==> src/rtl/scan_gold_chain.sv <==
`default_nettype none
// ============================================================================
// Module  : scan_gold_chain
// Brief   : Multi-chain scan frame checker; shifts captured words out MSB-first
//           and counts cycles where any chain differs from a golden register.
//           Optional macro SCAN_GOLD_LOOP_EN recirculates each chain's MSB.
// Revision: 1.0
// ============================================================================
module scan_gold_chain #(
    parameter int WIDTH  = 8,
    parameter int CHAINS = 1,
    parameter int CNT_W  = 8
) (
    input  logic                      clk,
    input  logic                      rstn,
    input  logic                      load_gold_n,
    input  logic                      capture,
    input  logic                      scan_en,
    input  logic [WIDTH*CHAINS-1:0]   din,
    input  logic [CHAINS-1:0]         scan_in,
    output logic [CHAINS-1:0]         scan_out,
    output logic                      busy,
    output logic                      done,
    output logic                      mismatch,
    output logic [CNT_W-1:0]          err_count
);

    localparam int            DW       = WIDTH * CHAINS;
    localparam int            BW       = $clog2(WIDTH);
    localparam logic [BW-1:0] LAST_BIT = BW'(WIDTH - 1);

    typedef enum logic [1:0] {
        IDLE  = 2'd0,
        SHIFT = 2'd1,
        DONE  = 2'd2
    } state_t;

    state_t             r_state;
    logic [DW-1:0]      r_s;
    logic [DW-1:0]      r_gold;
    logic [BW-1:0]      r_bitcnt;
    logic [CNT_W-1:0]   r_err;
    logic               r_mismatch;

    logic [CHAINS-1:0]  w_msb;
    logic [CHAINS-1:0]  w_lsb_in;
    logic [CHAINS-1:0]  w_bit_mm;
    logic [DW-1:0]      w_s_next;
    logic               w_any_mm;

    genvar c;
    generate
        for (c = 0; c < CHAINS; c++) begin : g_chain
            logic [WIDTH-1:0] w_gold_c;
            assign w_gold_c    = r_gold[c*WIDTH +: WIDTH];
            assign w_msb[c]    = r_s[c*WIDTH + WIDTH - 1];
`ifdef SCAN_GOLD_LOOP_EN
            assign w_lsb_in[c] = w_msb[c];
`else
            assign w_lsb_in[c] = scan_in[c];
`endif
            // bit leaving the chain this cycle is golden bit WIDTH-1-bitcnt
            assign w_bit_mm[c] = w_msb[c] ^ w_gold_c[LAST_BIT - r_bitcnt];
            assign w_s_next[c*WIDTH +: WIDTH] = {r_s[c*WIDTH +: WIDTH-1], w_lsb_in[c]};
        end
    endgenerate

`ifdef SCAN_GOLD_LOOP_EN
    logic w_unused;
    assign w_unused = ^scan_in;
`endif

    assign w_any_mm  = |w_bit_mm;
    assign scan_out  = w_msb;
    assign busy      = (r_state != IDLE);
    assign done      = (r_state == DONE);
    assign mismatch  = r_mismatch;
    assign err_count = r_err;

    always_ff @(posedge clk or negedge rstn) begin
        if (!rstn) begin
            r_state    <= IDLE;
            r_s        <= '0;
            r_gold     <= '0;
            r_bitcnt   <= '0;
            r_err      <= '0;
            r_mismatch <= 1'b0;
        end else begin
            if (!load_gold_n) begin
                r_gold <= din;
            end
            case (r_state)
                IDLE: begin
                    if (capture) begin
                        r_s        <= din;
                        r_bitcnt   <= '0;
                        r_err      <= '0;
                        r_mismatch <= 1'b0;
                        r_state    <= SHIFT;
                    end
                end
                SHIFT: begin
                    if (scan_en) begin
                        r_s <= w_s_next;
                        if (w_any_mm) begin
                            r_mismatch <= 1'b1;
                            if (r_err != {CNT_W{1'b1}}) begin
                                r_err <= r_err + 1'b1;
                            end
                        end
                        if (r_bitcnt == LAST_BIT) begin
                            r_state <= DONE;
                        end else begin
                            r_bitcnt <= r_bitcnt + 1'b1;
                        end
                    end
                end
                DONE: begin
                    r_state <= IDLE;
                end
                default: begin
                    r_state <= IDLE;
                end
            endcase
        end
    end

endmodule
`default_nettype wire

==> config.mk <==
export PLATFORM = sky130hd
export DESIGN_NAME = scan_gold_chain
export DESIGN_NICKNAME = d
export VERILOG_FILES = /design/src/rtl/scan_gold_chain.sv
export SDC_FILE = /design/constraint.sdc
export NUM_CORES = 1
export LEC_CHECK = 0
export BUFFER_PORTS_ARGS = -buffer_cell sky130_fd_sc_hd__buf_2
export CAP_MARGIN = 20
export CORE_MARGIN = 8
export CORE_UTILIZATION = 62
export CTS_BUF_LIST = sky130_fd_sc_hd__clkbuf_4
export CTS_CLUSTER_DIAMETER = 40
export DETAILED_ROUTE_END_ITERATION = 6
export HOLD_SLACK_MARGIN = 0.08
export PLACE_DENSITY = 0.87
export REMOVE_ABC_BUFFERS = 1
export SLEW_MARGIN = 5
export SYNTH_ARGS = -nofsm -noshare
export SYNTH_HDL_FRONTEND = slang
export SYNTH_SLANG_ARGS = --single-unit
==> constraint.sdc <==
create_clock -name clk -period 3.7 [get_ports clk]
set_clock_uncertainty 0.15 [all_clocks]
set_input_delay 0.185 -clock clk [delete_from_list [all_inputs] [get_ports clk]]
set_output_delay 0.185 -clock clk [all_outputs]
set_load 0.02 [all_outputs]
==> impl_metrics.env <==
export IMPL_synth_async_sr_flop_share=1.00
export IMPL_timing_rr_start="r_state[0]$_DFFE_PN0P_"
export IMPL_overflow=0
export IMPL_yosys_most_used_dff="dfrtp_1"
export IMPL_clock_latency_ns=0.33
export IMPL_vias_per_cell=5.87
export IMPL_syn_inst=145
export IMPL_synth_area_mux_share=0.191
export IMPL_p_per_area_mw_per_mm2=754
export IMPL_p_seq_frac=0.395
export IMPL_yosys_area_top_type="dfrtp_1"
export IMPL_crit_slowest_cell="dfrtp_1"
export IMPL_clock_sinks=30
export IMPL_cp_max_fo=20
export IMPL_synth_xor_area_share=0.00565
export IMPL_synth_area_mm2=0.00155
export IMPL_layout_min_cycle_time_ns=2.32
export IMPL_synth_edff_count=0
export IMPL_hold_violations=0
export IMPL_switchingPower_mw=0.586
export IMPL_fillers=168
export IMPL_cts_buffers=5
export IMPL_swShare=0.417
export IMPL_rsz0062_at_grt="no"
export IMPL_synthAdderAreaFrac=0.0242
export IMPL_routed_top_layer="met4"
export IMPL_critical_path_top_delay_family="multiplexers"
export IMPL_critPathKind="reg2reg"
export IMPL_reg2reg_depth=4
export IMPL_drive_gt1_frac=0.264
export IMPL_yosysMostFrequentCell="dfrtp_1"
export IMPL_hp_class="in2reg"
export IMPL_holdWs_ns=0.113
export IMPL_worst_path_buf_inv=0
export IMPL_power_mw=1.40
export IMPL_die_y_um=66.0
export IMPL_dieArea_mm2=0.00436
export IMPL_status="finished, final reports clean"
export IMPL_tns_ns=0
export IMPL_synth_compound_area_frac=0.135
export IMPL_finalCritPeriodShare=0.627
export IMPL_wl_met2_um=1770
export IMPL_path_cells="mux2_2 > nand2_1 > a21oi_1 > mux2_1"
export IMPL_tightest_slew_ns=0.660
export IMPL_synth_top_family_by_area="multiplexers"
export IMPL_max_clock_freq_mhz=431
export IMPL_clock_path_buffers=2
export IMPL_max_stage_delay_ns=0.61
export IMPL_cts_root_buffer="clkbuf_4"
export IMPL_drt_first_pass_iters=4
export IMPL_min_from="load_gold_n"
export IMPL_synth_area_per_cell_um2=10.7
export IMPL_drt_iter0_drc=130
export IMPL_synthSimpleGateAreaFrac=0.120
export IMPL_combPwrFrac=0.466
export IMPL_htree_levels=2
export IMPL_portBuffers=25
export IMPL_hold_end="g_chain[0].w_gold_c[0]$_DFFE_PN0N_"
export IMPL_grt_pass1_vias=1368
export IMPL_synth_seq_area_share=0.484
export IMPL_wl_met3_um=215
export IMPL_clockPowerShare=0.140
export IMPL_worst_setup_path_start_kind="flop"
export IMPL_drt_total_wl_um=3420
export IMPL_core_mm2=0.00243
export IMPL_ys_ff_latch=30
export IMPL_reg2reg_to="r_bitcnt[0]$_DFFE_PN0P_"
export IMPL_grt_pass1_wl_um=5960
export IMPL_internal_power_mw=0.818
export IMPL_yosys_top_cells_count="30 x dfrtp_1, 16 x nand2_1, 11 x nor2_1, 9 x mux2_2, 9 x o21ai_1"
export IMPL_utilization=0.765
export IMPL_via_count=1244
export IMPL_wl_met1_um=1380
export IMPL_cp_data_required_time_ns=3.78
export IMPL_wl_per_cell_um=16.2
export IMPL_holdPathStages=2
export IMPL_netlist_top_cells_area="dfrtp_1 48%, mux2_2 6.5%, mux2i_1 5.2%, nand2_1 3.9%, mux4_1 3.4%"
export IMPL_crit_arrival_ns=2.40
export IMPL_fin_nets=199
export IMPL_synth_top_area_share=0.484
export IMPL_irDropWorstVdd_mv=0.471
export IMPL_drc=0
export IMPL_rows=18
export IMPL_hpwlAfterDp_um=2340
export IMPL_r2r_setup_slack_ns=1.38
export IMPL_ys_warn_count=0
export IMPL_start_util=0.638
export IMPL_yosysUniqueCellTypes=35
export IMPL_grt_max_degree=31
export IMPL_grt_total_usage=0.173
export IMPL_power_leakage_nw=0.884
export IMPL_antenna_found_initial=0
export IMPL_setup_violations=0
export IMPL_die_w_um=66.0
export IMPL_diodes=0
export IMPL_drt_antenna_violating_nets=0
export IMPL_tritoncts="built"
export IMPL_io_pins=26
export IMPL_drv_cap=0
export IMPL_slew_headroom=0.559
export IMPL_endpoint_kind="flop"
export IMPL_cts_reportedPaths_clkPinSlew_ns=0.10
export IMPL_slew_viol_final=0
export IMPL_syn2layout_area_growth_pct=20.0
export IMPL_gp_congestion=0.854
## per-stage QoR
step / std cells / cell area (um^2) / setup WS (ns)
3_5_place_dp: 193 / 1690 / 1.41
6_report: 212 / 1860 / 1.38
2_1_floorplan: 137 / 1520 / 1.68
4_1_cts: 212 / 1860 / 1.37
3_3_place_gp: 193 / 1690 / 1.48
5_1_grt: 212 / 1860 / 1.21
## per-layer routing
metal / vias to the layer above / GRT usage
met3: 6 / 0.0475
met2: 35 / 0.311
met1: 600 / 0.177
met4: 0 / 0.0987
met5: - / 0
li1: 603 / -
## cell usage in the layout, fill, tap and decap left out, types with 6 or more instances in the layout
cell type	instances
buf_2	25
mux2i_1	8
dlygate4sd3_1	12
nor2_1	11
mux2_2	9
a21oi_1	6
clkbuf_4	7
o21ai_1	9
nand2_1	16
dfrtp_1	30
a31oi_1	7
## registers in the layout, indices dropped and copies added, names as in the netlist
signal	flops
mismatch	1
g_chain.w_gold_c	8
r_state	2
err_count	8
r_bitcnt	3
r_s	8
## cells by family (layout without fill, tap and decap cells)
family | Yosys count | count (layout)
xor+xnor | 1 | 1
buf+inv | 12 | 49
simple gates | 41 | 41
flops | 30 | 30
mux | 23 | 23
compound gates | 35 | 35
fa+ha+maj | 3 | 3
## what timing repair did
item | 4_1_cts | 5_1_grt
hold buffers | 12 | 0
hold endpoints to repair | 47 | 0
setup endpoints to repair | 0 | 0
setup buffers | 0 | 0
gates resized for setup | 0 | 0
## layout make-up
class	instances	area, um^2	share of cell area
Clock buffer	7	52.6	0.0282
Inverter	4	28.8	0.0155
Multi-Input combinational cell	103	739	0.397
Sequential cell	30	751	0.403
Tap cell	30	37.5	0.0202
Timing Repair Buffer	38	253	0.136
## power groups by stage
stage | clock, mW | sequential, mW | combinational (mW)
6_report | 0.196 | 0.554 | 0.654
5_1_grt | 0.214 | 0.574 | 0.725
4_1_cts | 0.198 | 0.552 | 0.659
3_5_place_dp | 0 | 0.558 | 0.638
3_3_place_gp | 0 | 0.547 | 0.618
2_1_floorplan | 0 | 0.575 | 0.445
## worst max path at each step
stage	endpoint	cells after the start	from
final	r_bitcnt[0]$_DFFE_PN0P_	4	r_state[0]$_DFFE_PN0P_
after global routing	r_bitcnt[0]$_DFFE_PN0P_	4	r_state[0]$_DFFE_PN0P_
after CTS	r_bitcnt[0]$_DFFE_PN0P_	4	r_state[0]$_DFFE_PN0P_
after detailed placement	r_bitcnt[0]$_DFFE_PN0P_	4	r_state[0]$_DFFE_PN0P_
after global placement	r_bitcnt[0]$_DFFE_PN0P_	4	r_state[0]$_DFFE_PN0P_
after floorplan	err_count[4]$_DFFE_PN0P_	5	r_bitcnt[0]$_DFFE_PN0P_
## worst reg2reg max path, cell delays in order (launching register included)
cell and delay [ns]:
dfrtp_1 0.61, mux2_2 0.29, nand2_1 0.35, a21oi_1 0.46
mux2_1 0.36
No activity file was read; power rests on OpenSTA's default activity.
